===== config.mk =====
export PLATFORM = sky130hd
export DESIGN_NAME = wb_bram_arbiter
export DESIGN_NICKNAME = d
export VERILOG_FILES = /design/src/rtl/wb_bram_arbiter.sv
export SDC_FILE = /design/constraint.sdc
export NUM_CORES = 1
export LEC_CHECK = 0
export BUFFER_PORTS_ARGS = -buffer_cell sky130_fd_sc_hd__buf_4
export CORE_AREA = 2 2 124 126
export CTS_CLUSTER_DIAMETER = 80
export DETAILED_ROUTE_END_ITERATION = 8
export DIE_AREA = 0 0 126 128
export PLACE_DENSITY = 0.54
export SETUP_SLACK_MARGIN = 0.2
export SLEW_MARGIN = 10
export SYNTH_ARGS = -nofsm -noshare
export SYNTH_HDL_FRONTEND = slang
export SYNTH_SLANG_ARGS = --single-unit

===== constraint.sdc =====
create_clock -name clk_i -period 3.7 [get_ports clk_i]
set_input_delay 0.37 -clock clk_i [delete_from_list [all_inputs] [get_ports clk_i]]
set_output_delay 0.37 -clock clk_i [all_outputs]
set_load 0.005 [all_outputs]

===== src/rtl/wb_bram_arbiter.sv =====
// Two-master Wishbone arbiter in front of a single wb_bram port: round-robin ownership held for a
// whole bus cycle, burst-limit preemption under contention, and a no-ack watchdog that frees the RAM.
module wb_bram_arbiter #(
  parameter int unsigned MAX_BURST = 8,
  parameter int unsigned TIMEOUT   = 16
) (
  input  logic        clk_i,
  input  logic        rst_n_i,
  input  logic        m0_cyc_i,
  input  logic        m0_stb_i,
  input  logic        m0_we_i,
  input  logic [31:0] m0_adr_i,
  input  logic [31:0] m0_dat_i,
  input  logic [3:0]  m0_sel_i,
  output logic [31:0] m0_dat_o,
  output logic        m0_ack_o,
  output logic        m0_err_o,
  input  logic        m1_cyc_i,
  input  logic        m1_stb_i,
  input  logic        m1_we_i,
  input  logic [31:0] m1_adr_i,
  input  logic [31:0] m1_dat_i,
  input  logic [3:0]  m1_sel_i,
  output logic [31:0] m1_dat_o,
  output logic        m1_ack_o,
  output logic        m1_err_o,
  output logic        s_cyc_o,
  output logic        s_stb_o,
  output logic        s_we_o,
  output logic [31:0] s_adr_o,
  output logic [31:0] s_dat_o,
  output logic [3:0]  s_sel_o,
  input  logic [31:0] s_dat_i,
  input  logic        s_ack_i,
  output logic [1:0]  grant_o
);

  typedef enum logic [1:0] {
    IDLE = 2'd0,
    OWN0 = 2'd1,
    OWN1 = 2'd2
  } state_t;

  localparam logic [7:0] BURST_LIMIT = 8'(MAX_BURST);
  localparam logic [7:0] TMO_LAST    = 8'(TIMEOUT - 1);

  state_t     state, state_next;
  logic       last_owner, last_owner_next;
  logic [7:0] burst_cnt, burst_cnt_next;
  logic [7:0] tmo_cnt, tmo_cnt_next;

  logic own0, own1, owning;
  logic owner_cyc, owner_stb, other_cyc;
  logic preempt, timeout, ack_fwd;

  always_comb begin
    own0      = (state == OWN0);
    own1      = (state == OWN1);
    owning    = own0 | own1;
    owner_cyc = (own0 & m0_cyc_i) | (own1 & m1_cyc_i);
    owner_stb = (own0 & m0_stb_i) | (own1 & m1_stb_i);
    other_cyc = (own0 & m1_cyc_i) | (own1 & m0_cyc_i);
    // The handover cycle carries no strobe, so a registered slave ack cannot
    // land on the incoming owner for a request issued by the outgoing one.
    preempt   = owning & other_cyc & (burst_cnt == BURST_LIMIT);
    ack_fwd   = s_ack_i & owning & ~preempt;
  end

  always_comb begin
    s_cyc_o = owner_cyc;
    s_stb_o = owner_cyc & owner_stb & ~preempt;
    s_we_o  = 1'b0;
    s_adr_o = '0;
    s_dat_o = '0;
    s_sel_o = '0;
    if (own0) begin
      s_we_o  = m0_we_i;
      s_adr_o = m0_adr_i;
      s_dat_o = m0_dat_i;
      s_sel_o = m0_sel_i;
    end else if (own1) begin
      s_we_o  = m1_we_i;
      s_adr_o = m1_adr_i;
      s_dat_o = m1_dat_i;
      s_sel_o = m1_sel_i;
    end
  end

  // An ack in the last watchdog cycle wins; a dropped cyc removes the strobe and so the error.
  assign timeout  = s_stb_o & ~s_ack_i & (tmo_cnt == TMO_LAST);

  assign m0_dat_o = s_dat_i;
  assign m1_dat_o = s_dat_i;
  assign m0_ack_o = ack_fwd & own0;
  assign m1_ack_o = ack_fwd & own1;
  assign m0_err_o = timeout & own0;
  assign m1_err_o = timeout & own1;
  assign grant_o  = {own1, own0};

  always_comb begin
    state_next      = state;
    last_owner_next = last_owner;
    burst_cnt_next  = burst_cnt;
    tmo_cnt_next    = tmo_cnt;

    case (state)
      IDLE: begin
        if (m0_cyc_i && m1_cyc_i) begin
          state_next = last_owner ? OWN0 : OWN1;
        end else if (m0_cyc_i) begin
          state_next = OWN0;
        end else if (m1_cyc_i) begin
          state_next = OWN1;
        end
      end
      OWN0: begin
        if (!m0_cyc_i || preempt || timeout) begin
          state_next = m1_cyc_i ? OWN1 : IDLE;
        end
      end
      OWN1: begin
        if (!m1_cyc_i || preempt || timeout) begin
          state_next = m0_cyc_i ? OWN0 : IDLE;
        end
      end
      default: state_next = IDLE;
    endcase

    if (state_next != state) begin
      burst_cnt_next = '0;
      tmo_cnt_next   = '0;
      if (state_next == OWN0) begin
        last_owner_next = 1'b0;
      end else if (state_next == OWN1) begin
        last_owner_next = 1'b1;
      end
    end else if (owning) begin
      if (ack_fwd && (burst_cnt != BURST_LIMIT)) begin
        burst_cnt_next = burst_cnt + 8'd1;
      end
      tmo_cnt_next = (s_stb_o && !s_ack_i) ? tmo_cnt + 8'd1 : 8'd0;
    end
  end

  always_ff @(posedge clk_i or negedge rst_n_i) begin
    if (!rst_n_i) begin
      state      <= IDLE;
      last_owner <= 1'b1;
      burst_cnt  <= '0;
      tmo_cnt    <= '0;
    end else begin
      state      <= state_next;
      last_owner <= last_owner_next;
      burst_cnt  <= burst_cnt_next;
      tmo_cnt    <= tmo_cnt_next;
    end
  end

endmodule


# == Yosys cells after proc, flatten, opt, wreduce, memory -nomap -nowiden ==
# Cells that the tools add are included.
# W data, S select, Z words.
# word_totals
register_bits,19
latchBits,0
mem_bits_rw,0
romBits,0
inputBits,177
output_inout_bits,141
word_cells,79
memories,0
# op_classes
add_sub_neg,2
mul,0
div_mod_pow,0
order_cmp,0
n_eq_ne,8
shifts,0
n_mux,25
bitwise,24
n_reduce_logical,16
# ops
op,n
$mux W32,4
$mux W8,6
$and A1 B1 Y1,18
$add A8 B1 Y8 const B,2
$eq A8 B4 Y1 const B,2
$mux W2,7
$mux W4,2
$ne A8 B4 Y1 const B,1
$pmux W2 S3,1
$reduce_bool A2 Y1,3
$mux W1,5
$eq A2 B1 Y1 const B,2
$eq A2 B2 Y1 const B,2
$logic_or A1 B1 Y1,4
$or A1 B1 Y1,4
$reduce_and A2 Y1,2
$logic_and A1 B1 Y1,3
$logic_not A1 Y1,3
$logic_not A2 Y1,1
$ne A2 B2 Y1,1
$not A1 Y1,2

# == Logic depth before layout (Yosys ltp) ==
# Gate-level depths: netlist of run 1.
# depth
depth_word,15
ltp_mapped,12

# == Least setup slack after synthesis of run 1 ==
# OpenSTA, ideal clock, no wires.
# synth_path
path_kind,register -> register
from,register state[0]
to,register last_owner
setup_ps,75
t_arrival_ps,2539
t_required_ps,3625
path_slack_ps,1086
path_stages_with_launch,12
path_buffers,1
period_less_slack_ps,2614
cell_sequence,dfrtp_1 -> inv_1 -> ha_1 -> clkbuf_1 -> nand4_1 -> o21a_1 -> and3_2 -> o21ai_0 -> a21oi_1 -> ha_1 -> a21oi_2 -> mux2i_1
# synth_between
elab_chain_cells,15
# synth_lines
element,line_no,rtl
"start, declared",47,"state_t state, state_next;"
"start signal, assigned",152,state <= state_next;
$eq A2 B1 Y1 / $eq A2 B2 Y1 (equally long branches),"57, 106, 58",
$and A1 B1 Y1,62,other_cyc = (own0 & m1_cyc_i) | (own1 & m0_cyc_i);
$or A1 B1 Y1,62,
$and A1 B1 Y1 (2 in series),65,preempt = owning & other_cyc & (burst_cnt == BURST_LIMIT);
$not A1 Y1,71,s_stb_o = owner_cyc & owner_stb & ~preempt;
$and A1 B1 Y1,71,
$and A1 B1 Y1 (2 in series),90,assign timeout = s_stb_o & ~s_ack_i & (tmo_cnt == TMO_LAST);
"$logic_or A1 B1 Y1, on equally long branches","122, 117",
"$mux W2, on equally long branches","122, 117",
$pmux W2 S3 *,106,case (state)
via state_next[0],47,
$eq A2 B1 Y1 / $eq A2 B2 Y1 (equally long branches),"132, 134",
$reduce_bool A2 Y1 (no line),-,
$reduce_and A2 Y1 (no line),-,
"end signal, assigned",153,last_owner <= last_owner_next;
"end, declared",48,"logic last_owner, last_owner_next;"
# The timed path passes the listed nets; every way through them passes the cells marked *.
# A chain may end at the register's enable or synchronous reset.

# == Worst setup path in the final report of run 1 ==
# layout_path
from,register state[0]
to,output s_dat_o[26]
# layout_between
elab_chain_cells,3
# layout_lines
element,line_no,rtl
$eq A2 B2 Y1,58,own1 = (state == OWN1);
$mux W32,81,end else if (own1) begin
$mux W32 *,76,if (own0) begin
"end, declared",31,"output logic [31:0] s_dat_o,"
# Mark *: on every way between the ends. The rest lies on a longest branch, timed or not.

==> results of run 1 <==
==> flip-flops by register name (all words and copies together), names as in the netlist <==
name	count
tmo_cnt	8
state	2
last_owner	1
burst_cnt	8
==> cell usage after synthesis (3+ instances only) <==
| library cell | n | share of area |
|---|---|---|
| a22o_1 | 71 | 0.24 |
| buf_4 | 66 | 0.19 |
| nor2_1 | 23 | 0.034 |
| dfrtp_1 | 18 | 0.18 |
| clkbuf_1 | 14 | 0.021 |
| nand2_1 | 12 | 0.018 |
| ha_1 | 9 | 0.044 |
| xnor2_1 | 8 | 0.027 |
| inv_1 | 7 | 0.010 |
| xor2_1 | 6 | 0.021 |
| a21oi_1 | 5 | 0.0098 |
| and3_1 | 5 | 0.012 |
| nand3_1 | 5 | 0.0098 |
| nand4_1 | 4 | 0.0098 |
| o21ai_0 | 4 | 0.0078 |
| mux2i_1 | 3 | 0.012 |
| nor3b_1 | 3 | 0.0088 |
| o21a_1 | 3 | 0.0088 |
==> kinds of logic (layout without fill, tap and decap cells) <==
group	after synthesis	after routing	share of synthesized area
compound gates	99	99	0.328
buf+inv	93	235	0.248
simple gates	66	66	0.135
flops	19	19	0.186
xor+xnor	14	14	0.0479
fa+ha+maj	9	9	0.0440
mux	3	3	0.0117
other cells	0	1	0
==> critical path, stage by stage, from the launching register on <==
cell and delay [ps]:
dfrtp_1 490, inv_1 130, ha_1 410, nor2b_4 540, buf_12 300, a22o_1 240, buf_4 140
==> stage by stage <==
stage | std cells | cell area [um2] | total power, uW
5_1_grt | 633 | 3980 | 2500
3_3_place_gp | 628 | 3880 | 2100
4_1_cts | 633 | 3980 | 2350
2_1_floorplan | 303 | 2560 | 1260
6_report | 634 | 3980 | 2300
3_5_place_dp | 628 | 3880 | 2100
==> where the power goes <==
group	leakage, uW	switching [uW]	total, uW	internal, uW
clock network	0.0000371	78.9	225	146
logic	0.00170	892	1800	907
registers	0.000258	41.7	280	238
==> area by class of cell <==
class	instances	area (um2)	share of cell area
diodes	1	2.50	0.000629
clock buffers	3	75.1	0.0189
clock inverters	1	7.51	0.00189
inverters	7	26.3	0.00661
multi-input cells	191	1460	0.366
flip-flops and latches	19	477	0.120
well taps	188	235	0.0591
repair buffers	224	1700	0.427
==> routing by layer <==
metal	wire, um	up-vias
li1	-	1332
met1	5730	1333
met2	6020	166
met3	1470	7
met4	94	0
met5	0	-
==> worst min-delay path by stage <==
stage          startpoint            to  slack (ps)  cells after the start
3_5_place_dp      rst_n_i      state[1]         270                      1
6_report       last_owner    last_owner         500                      2
2_1_floorplan     rst_n_i  burst_cnt[0]          70                      0
4_1_cts        last_owner    last_owner         500                      2
5_1_grt        last_owner    last_owner         550                      2
3_3_place_gp      rst_n_i      state[1]         260                      1
==> metrics.md, run 1 <==
| Metric | Value |
|---|---|
| Clock Skew | 1.64 ps |
| Largest net degree at the start of global routing | 53 |
| CP Class | register to output pin |
| M1 GR Usage | 0.206 |
| Syn Inst Count | 303 |
| CTS root buf | clkbuf_16 |
| Met3 capacity usage during global routing | 0.0672 |
| Count of unique library cells instantiated by Yosys | 46 |
| Synth Net Count | 489 |
| Outcome | complete, no violations |
| Per-cell routed wire length | 21.0 um |
| Share of layout cells above drive strength 1 | 0.535 |
| Antenna Violating Nets Remaining | 0 |
| DRT iter0 DRCs | 106 |
| Resize count post-CTS | 0 |
| Final Hold Viols | 0 |
| Pwr dens | 579 nW/um2 |
| Dpl ws | 838 ps |
| DRC | 0 |
| Max Clock Freq | 344 MHz |
| Reg2reg path depth | 11 |
| R2R Path Start | state[1] |
| Critical Path End | s_dat_o[26] |
| Post-Synthesis Cell Area | 2560 um2 |
| TritonCTS clock tree | done |
| Final min period | 2910 ps |
| Slew Limit Fails | 0 |
| Max Root-Sink Buffers | 2 |
| Register bit count reported by yosys | 19 |
| FFs w/ async S/R, synth | 1.00 |
| Max-cap viol count | 0 |
| Leak | 0.00200 uW |
| Busiest grt layer | met2 |
| Layout Nets | 632 |
| Vias in the first global route | 2925 |
| Worst-path clk slew | 50 ps |
| Dpl hpwl | 11.2 mm |
| Setup_tns | 0 ps |
| Vert. Die Dim | 128 um |
| Via count | 2838 |
| CP required | 3330 ps |
| Syn. warnings | 0 |
| DRT Pass-1 Iters | 4 |
| Setup WS post-layout | 794 ps |
| Synthesized area per cell | 8.44 um2 |
| IO Port Bufs | 221 |
| Post-synth EDFFs | 0 |
| Final setup viols | 0 |
| GPL Wtd Cong | 0.881 |
| GRT Total Usage | 0.153 |
| Critical Path Start | state[0] |
| Commonest non-fill, non-tap cell in the layout | buf_4 |
| Crit path max fanout | 50 |
| Drt total wl | 13.3 mm |
| Final Cycle Share | 0.785 |
| Initial core utilization | 0.172 |
| Critical Path Start Type | register |
| # fillers | 1620 |
| Hold WS | 501 ps |
| Core Area | 14900 um2 |
| GR Overflow Total | 0 |
| Final Util | 0.268 |
| H-tree Lvls | 1 |
| Seq/Total Area, Yosys | 0.186 |
| Primary FF master, synth | dfrtp_1 |
| Worst endpoint data arrival time | 2540 ps |
| First-pass GRT wire length | 18.8 mm |
| R2r endpoint | last_owner |
| Hold/Removal Path Class | register to register |
| Initial antenna violation count | 0 |
| GR Layer Usage met2 | 0.234 |
| Die Width | 126 um |
| # Post-CTS Setup Buffers | 0 |
| I/O pin count | 318 |
| Hold_buf cts | 1 |
| Reg2Reg Setup Slack | 810 ps |
| CTS Buf Count | 3 |
| Type of destination of the critical path | output pin |
| Most frequent cells in the layout | buf_4 (222), a22o_1 (71), nor2_1 (23), dfrtp_1 (18), nand2_1 (12) |
| Clock sinks | 19 |
| Worst vdd ir | 0.362 mV |
| Full die area | 16100 um2 |
| Max_slew headroom | 0.622 |
| Worst skew pair latency | 250 ps |
| FP Rows | 45 |
| Area grow syn2layout | 55.5% |
| Actual slew at the worst max-slew pin | 566 ps |
| RSZ-0062 raised after global routing | no |
| Vias per cell | 4.48 |
(Power assumes the default switching activity.)
==> inputs of run 2 (changes only) <==
--- a/config.mk
+++ b/config.mk
@@ -10,7 +10,7 @@
 export CTS_CLUSTER_DIAMETER = 80
 export DETAILED_ROUTE_END_ITERATION = 8
 export DIE_AREA = 0 0 126 128
-export PLACE_DENSITY = 0.54
+export PLACE_DENSITY = 0.56
 export SETUP_SLACK_MARGIN = 0.2
 export SLEW_MARGIN = 10
 export SYNTH_ARGS = -nofsm -noshare
==> constraint.sdc (replaced) <==
create_clock -name clk_i -period 2.45 [get_ports clk_i]
set_input_delay 0.245 -clock clk_i [delete_from_list [all_inputs] [get_ports clk_i]]
set_output_delay 0.245 -clock clk_i [all_outputs]
set_load 0.005 [all_outputs]
==> metrics.md, run 2 (same netlist as run 1, synthesis figures left out) <==
| Metric | Value |
|---|---|
| Outcome | complete, no violations |
| DRC | 0 |
| H-tree Lvls | 1 |
| Core Area | 14900 um2 |
| Final min period | 2350 ps |
| Vias per cell | 4.61 |
| Clock power frac | 0.073 |
| Post-Place Cells | 637 |
| Sw power | 1930 uW |
| Ant. Diodes | 0 |
| Vert. Die Dim | 128 um |
| Clock sinks | 19 |
| RSZ-0062 raised after global routing | yes |
| Largest net degree at the start of global routing | 70 |
| Pint | 2670 uW |
| Leak | 0.00231 uW |
| Combinational power share | 0.833 |
| Final Util | 0.314 |
| First-pass GRT wire length | 19.9 mm |
| Layout Cells excl Fill | 671 |
| Final Hold Viols | 0 |
| Critical Path Start Type | register |
| Clock Skew | 2.89 ps |
| Pwr dens | 987 nW/um2 |
| Area grow syn2layout | 82.2% |
| Most frequent cells in the layout | buf_4 (224), a22o_1 (63), buf_6 (27), nor2_1 (21), dfrtp_1 (16) |
| CP Class | register to register |
| # fillers | 1604 |
| Vias in the first global route | 3000 |
| Final setup viols | 0 |
| CTS root buf | clkbuf_16 |
| Hold WS | 402 ps |
| Commonest non-fill, non-tap cell in the layout | buf_4 |
| Antenna Violating Nets Remaining | 0 |
| GPL Wtd Cong | 0.853 |
| Reg2reg path depth | 11 |
| Hold/Removal Path Class | input port to asynchronous set/reset pin |
| DRT iter0 DRCs | 179 |
| R2R Path Start | state[1] |
| Critical Path Start | state[1] |
| Final Cycle Share | 0.958 |
| TritonCTS clock tree | done |
| Die Width | 126 um |
| Worst endpoint data arrival time | 2530 ps |
| Seq pwr share | 0.093 |
| Per-cell routed wire length | 23.8 um |
| Worst skew pair latency | 250 ps |
| Max Clock Freq | 426 MHz |
| GR Overflow Total | 0 |
| IO Port Bufs | 221 |
| Max_slew headroom | 0.724 |
| GRT Total Usage | 0.165 |
| CTS Buf Count | 3 |
| Design Power | 4600 uW |
| Layout Nets | 670 |
| Worst-path clk slew | 50 ps |
| Full die area | 16100 um2 |
| FP Rows | 45 |
| DRT Pass-1 Iters | 4 |
| Max Root-Sink Buffers | 2 |
| Slew Limit Fails | 0 |
| Type of destination of the critical path | register |
| I/O pin count | 318 |
| Reg2Reg Setup Slack | 100 ps |
| Initial antenna violation count | 0 |
| R2r endpoint | last_owner |
| Drt total wl | 16.0 mm |
| Share of layout cells above drive strength 1 | 0.625 |
| Actual slew at the worst max-slew pin | 414 ps |
| Worst vdd ir | 0.449 mV |
| Crit path max fanout | 5 |
| Via count | 3095 |
| Max-cap viol count | 0 |
| Critical Path End | last_owner |
| CP required | 2630 ps |
| Dpl hpwl | 12.4 mm |
| Largest registers | burst_cnt: 8 flops, tmo_cnt: 8 flops, state: 2 flops |
| Initial core utilization | 0.172 |
| Net Sw Frac | 0.419 |
==> run 2: cell count changes in the layout (fill, tap and decap cells not counted), moves of 3 or more <==
cell	change
buf_6	+27
a22o_1	-8
a22o_4	+8
ha_1	-6
buf_12	+4
ha_4	+4
inv_1	-4
clkbuf_16	+3
==> run 2: what timing repair did <==
item | CTS | global route
gates resized for setup | 10 | 54
cloned | 0 | 7
setup endpoints to repair | 92 | 89
setup buffers | 13 | 9
endpoints found under the hold margin | 18 | 0
hold buffers | 1 | 0
pin swaps | 2 | 21
==> run 2: worst max-delay path, stage by stage, from the launching register on <==
cell and delay [ps]:
dfrtp_2 470, inv_4 110, ha_2 220, a22o_2 150, nand2_1 80, o21a_1 210
nand2_1 90, mux2i_1 230, o22a_1 180, ha_1 230, a21oi_2 110, mux2i_1 180
==> run 2: power groups by stage <==
stage	registers (uW)	logic (uW)	clock network [uW]
final	428	3830	338
after global placement	434	2900	0
after floorplan	421	1550	0
after detailed placement	436	2910	0
after global routing	436	4130	358
after CTS	422	3150	342
==> run 2: stage by stage <==
step | setup WS (ps) | TNS, ps | cell area, um2
after CTS | 140 | 0 | 4210
after floorplan | 134 | 0 | 2600
after detailed placement | -53.9 | -53.9 | 3980
after global placement | 64.2 | 0 | 3980
after global routing | -31.0 | -31.0 | 4660
final | 103 | 0 | 4660
==> run 2: metal layers <==
metal	vias up	part of all wire	track usage
li1	1410	-	-
met2	221	0.43	0.235
met3	10	0.18	0.126
met4	0	0.0058	0.0123
met5	-	0	0.00310
met1	1454	0.39	0.207
==> run 2: cell type report <==
| class | instances | area [um2] | share of cell area |
|---|---|---|---|
| clock buffer | 4 | 78.8 | 0.0169 |
| inverter | 7 | 31.3 | 0.00671 |
| multi-input combinational | 191 | 1640 | 0.351 |
| sequential | 19 | 479 | 0.103 |
| tap | 188 | 235 | 0.0505 |
| timing repair buffer | 262 | 2200 | 0.472 |
==> run 2: how the worst min path moves through the flow <==
stage                     slack [ps]     from           end
after CTS                        410  rst_n_i    tmo_cnt[1]
after global routing             430  rst_n_i    tmo_cnt[6]
final                            400  rst_n_i    tmo_cnt[1]
after floorplan                  -50  rst_n_i  burst_cnt[0]
after detailed placement         130  rst_n_i    tmo_cnt[0]
after global placement           130  rst_n_i    tmo_cnt[1]
==> inputs of run 3 (changes only) <==
--- a/config.mk
+++ b/config.mk
@@ -16,3 +16,4 @@
 export SYNTH_ARGS = -nofsm -noshare
 export SYNTH_HDL_FRONTEND = slang
 export SYNTH_SLANG_ARGS = --single-unit
+export TNS_END_PERCENT = 100
==> constraint.sdc (replaced) <==
create_clock -name clk_i -period 2.45 [get_ports clk_i]
set_input_delay 0.3675 -clock clk_i [delete_from_list [all_inputs] [get_ports clk_i]]
set_output_delay 0.3675 -clock clk_i [all_outputs]
set_load 0.005 [all_outputs]
==> metrics.md, run 3 (same netlist as run 1, synthesis figures left out) <==
| Metric | Value |
|---|---|
| Outcome | complete, no violations |
| Die Width | 126 um |
| Via count | 3101 |
| Max-cap viol count | 0 |
| Final min period | 2380 ps |
| Max Clock Freq | 419 MHz |
| First-pass GRT wire length | 21.0 mm |
| DRT iter0 DRCs | 123 |
| Met3 wire length | 2.91 mm |
| Dpl hpwl | 12.4 mm |
| Area grow syn2layout | 93.6% |
| Ant. Diodes | 0 |
| Clock sinks | 19 |
| Max_slew headroom | 0.732 |
| TritonCTS clock tree | done |
| IO Port Bufs | 221 |
| Largest net degree at the start of global routing | 38 |
| Vias per cell | 4.60 |
| Pint | 2870 uW |
| Worst endpoint data arrival time | 2020 ps |
| Final Hold Viols | 0 |
| Net Sw Frac | 0.415 |
| DRC | 0 |
| Post-Place Cells | 639 |
| Commonest non-fill, non-tap cell in the layout | buf_4 |
| CP Class | register to output pin |
| Critical path's largest stage delay | 440 ps |
| Hold Crit Depth | 2 |
| Largest registers | burst_cnt: 8 flops, tmo_cnt: 8 flops, state: 2 flops |
| Layout Nets | 673 |
| Sw power | 2040 uW |
| Vert. Die Dim | 128 um |
| Combinational power share | 0.847 |
| Reg2Reg Setup Slack | 120 ps |
| Worst-path clk slew | 50 ps |
| Hold/Removal Path Class | register to register |
| DRT Pass-1 Iters | 4 |
| GR Overflow Total | 0 |
| Final setup viols | 0 |
| GPL Wtd Cong | 0.895 |
| CTS Buf Count | 3 |
| Core Area | 14900 um2 |
| Pwr dens | 992 nW/um2 |
| Max layer used | met4 |
| Seq pwr share | 0.084 |
| Full die area | 16100 um2 |
| Cell mode on critical path | buf_6 |
| Antenna Violating Nets Remaining | 0 |
| Vias in the first global route | 3135 |
| Max Root-Sink Buffers | 2 |
| Met2 Wirelength | 6.96 mm |
| Crit path max fanout | 8 |
| Layout Cells excl Fill | 674 |
| Worst skew pair latency | 250 ps |
| Initial antenna violation count | 0 |
| Final Cycle Share | 0.973 |
| WL met1 | 6.31 mm |
| CP Cell Sequence | buf_6 -> ha_4 -> buf_6 -> nor2b_4 -> buf_12 -> buf_12 -> buf_16 -> a22o_1 -> buf_6 |
| Per-cell routed wire length | 24.1 um |
| Type of destination of the critical path | output pin |
| Reg2reg path depth | 12 |
| Share of layout cells above drive strength 1 | 0.665 |
| I/O pin count | 318 |
| Leak | 0.00241 uW |
| Clock power frac | 0.068 |
| Clock Skew | 1.92 ps |
| Most frequent cells in the layout | buf_4 (218), a22o_1 (59), buf_6 (30), dfrtp_1 (16), a22o_4 (13) |
| GRT Total Usage | 0.176 |
| CP required | 2080 ps |
| Initial core utilization | 0.172 |
| H-tree Lvls | 1 |
| Worst vdd ir | 0.494 mV |
| Slew Limit Fails | 0 |
| Actual slew at the worst max-slew pin | 402 ps |
| CTS root buf | clkbuf_16 |
| Drt total wl | 16.3 mm |
| FP Rows | 45 |
| RSZ-0062 raised after global routing | yes |
| Critical path's slowest cell | dfrtp_2 |
| Design Power | 4910 uW |
| Critical Path Start Type | register |
==> run 3: cell count changes in the layout (fill, tap and decap cells not counted), sizes merged <==
cell,change
buf,-2
bufbuf,+2
clkbuf,+2
clkinv,+1
==> run 3: metrics by stage <==
step | worst slack (ps) | area (um2) | setup TNS, ps | hold WS [ps] | utilization
floorplan | 134 | 2600 | 0 | 71.9 | -
detailed placement | 28.2 | 4010 | 0 | 253 | 0.270
CTS | 141 | 4450 | 0 | 507 | 0.299
global route | -1.03 | 4950 | -1.03 | 537 | 0.333
global placement | 66.3 | 4010 | 0 | 249 | 0.270
finish | 65.1 | 4950 | 0 | 500 | 0.333
==> run 3: worst paths after layout <==
check                                to        from
max                          s_sel_o[0]    state[1]
min                          last_owner  last_owner
max reg2reg                  last_owner    state[1]
min reg2reg                  last_owner  last_owner
max in group asynchronous    last_owner     rst_n_i
min in group asynchronous  burst_cnt[1]     rst_n_i
==> run 3: critical path, delay by kind of cell, from the launching register on <==
kind	cells	cell delay (ps)
simple gates	1	120
fa+ha+maj	1	170
buf+inv	6	820
flops	1	440
compound gates	1	210
==> run 3: layout make-up <==
type	count	area, um2
clock buffers	3	75.1
clock inverters	1	5.00
fillers	1540	9910
inverters	7	31.3
multi-input cells	191	1740
flip-flops and latches	19	479
well taps	188	235
repair buffers	265	2380
==> run 3: metal layers <==
layer	GRT usage	up-vias
li1	-	1419
met1	0.216	1452
met2	0.255	220
met3	0.138	10
met4	0.0103	0
met5	0.00310	-
==> run 3: timing repair <==
| item | CTS | global route |
|---|---|---|
| pin swaps | 10 | 23 |
| resized for setup | 24 | 62 |
| endpoints found under the hold margin | 18 | 0 |
| hold buffers | 1 | 0 |
| buffers inserted | 13 | 6 |
| gates cloned | 4 | 7 |
| endpoints found under the setup margin | 91 | 83 |
==> run 3: power groups by stage <==
stage,clock network (uW),logic (uW),registers [uW]
final,335,4160,414
after global routing,355,4470,418
after CTS,340,3540,413
after detailed placement,0,2960,432
after global placement,0,2940,428
after floorplan,0,1550,421
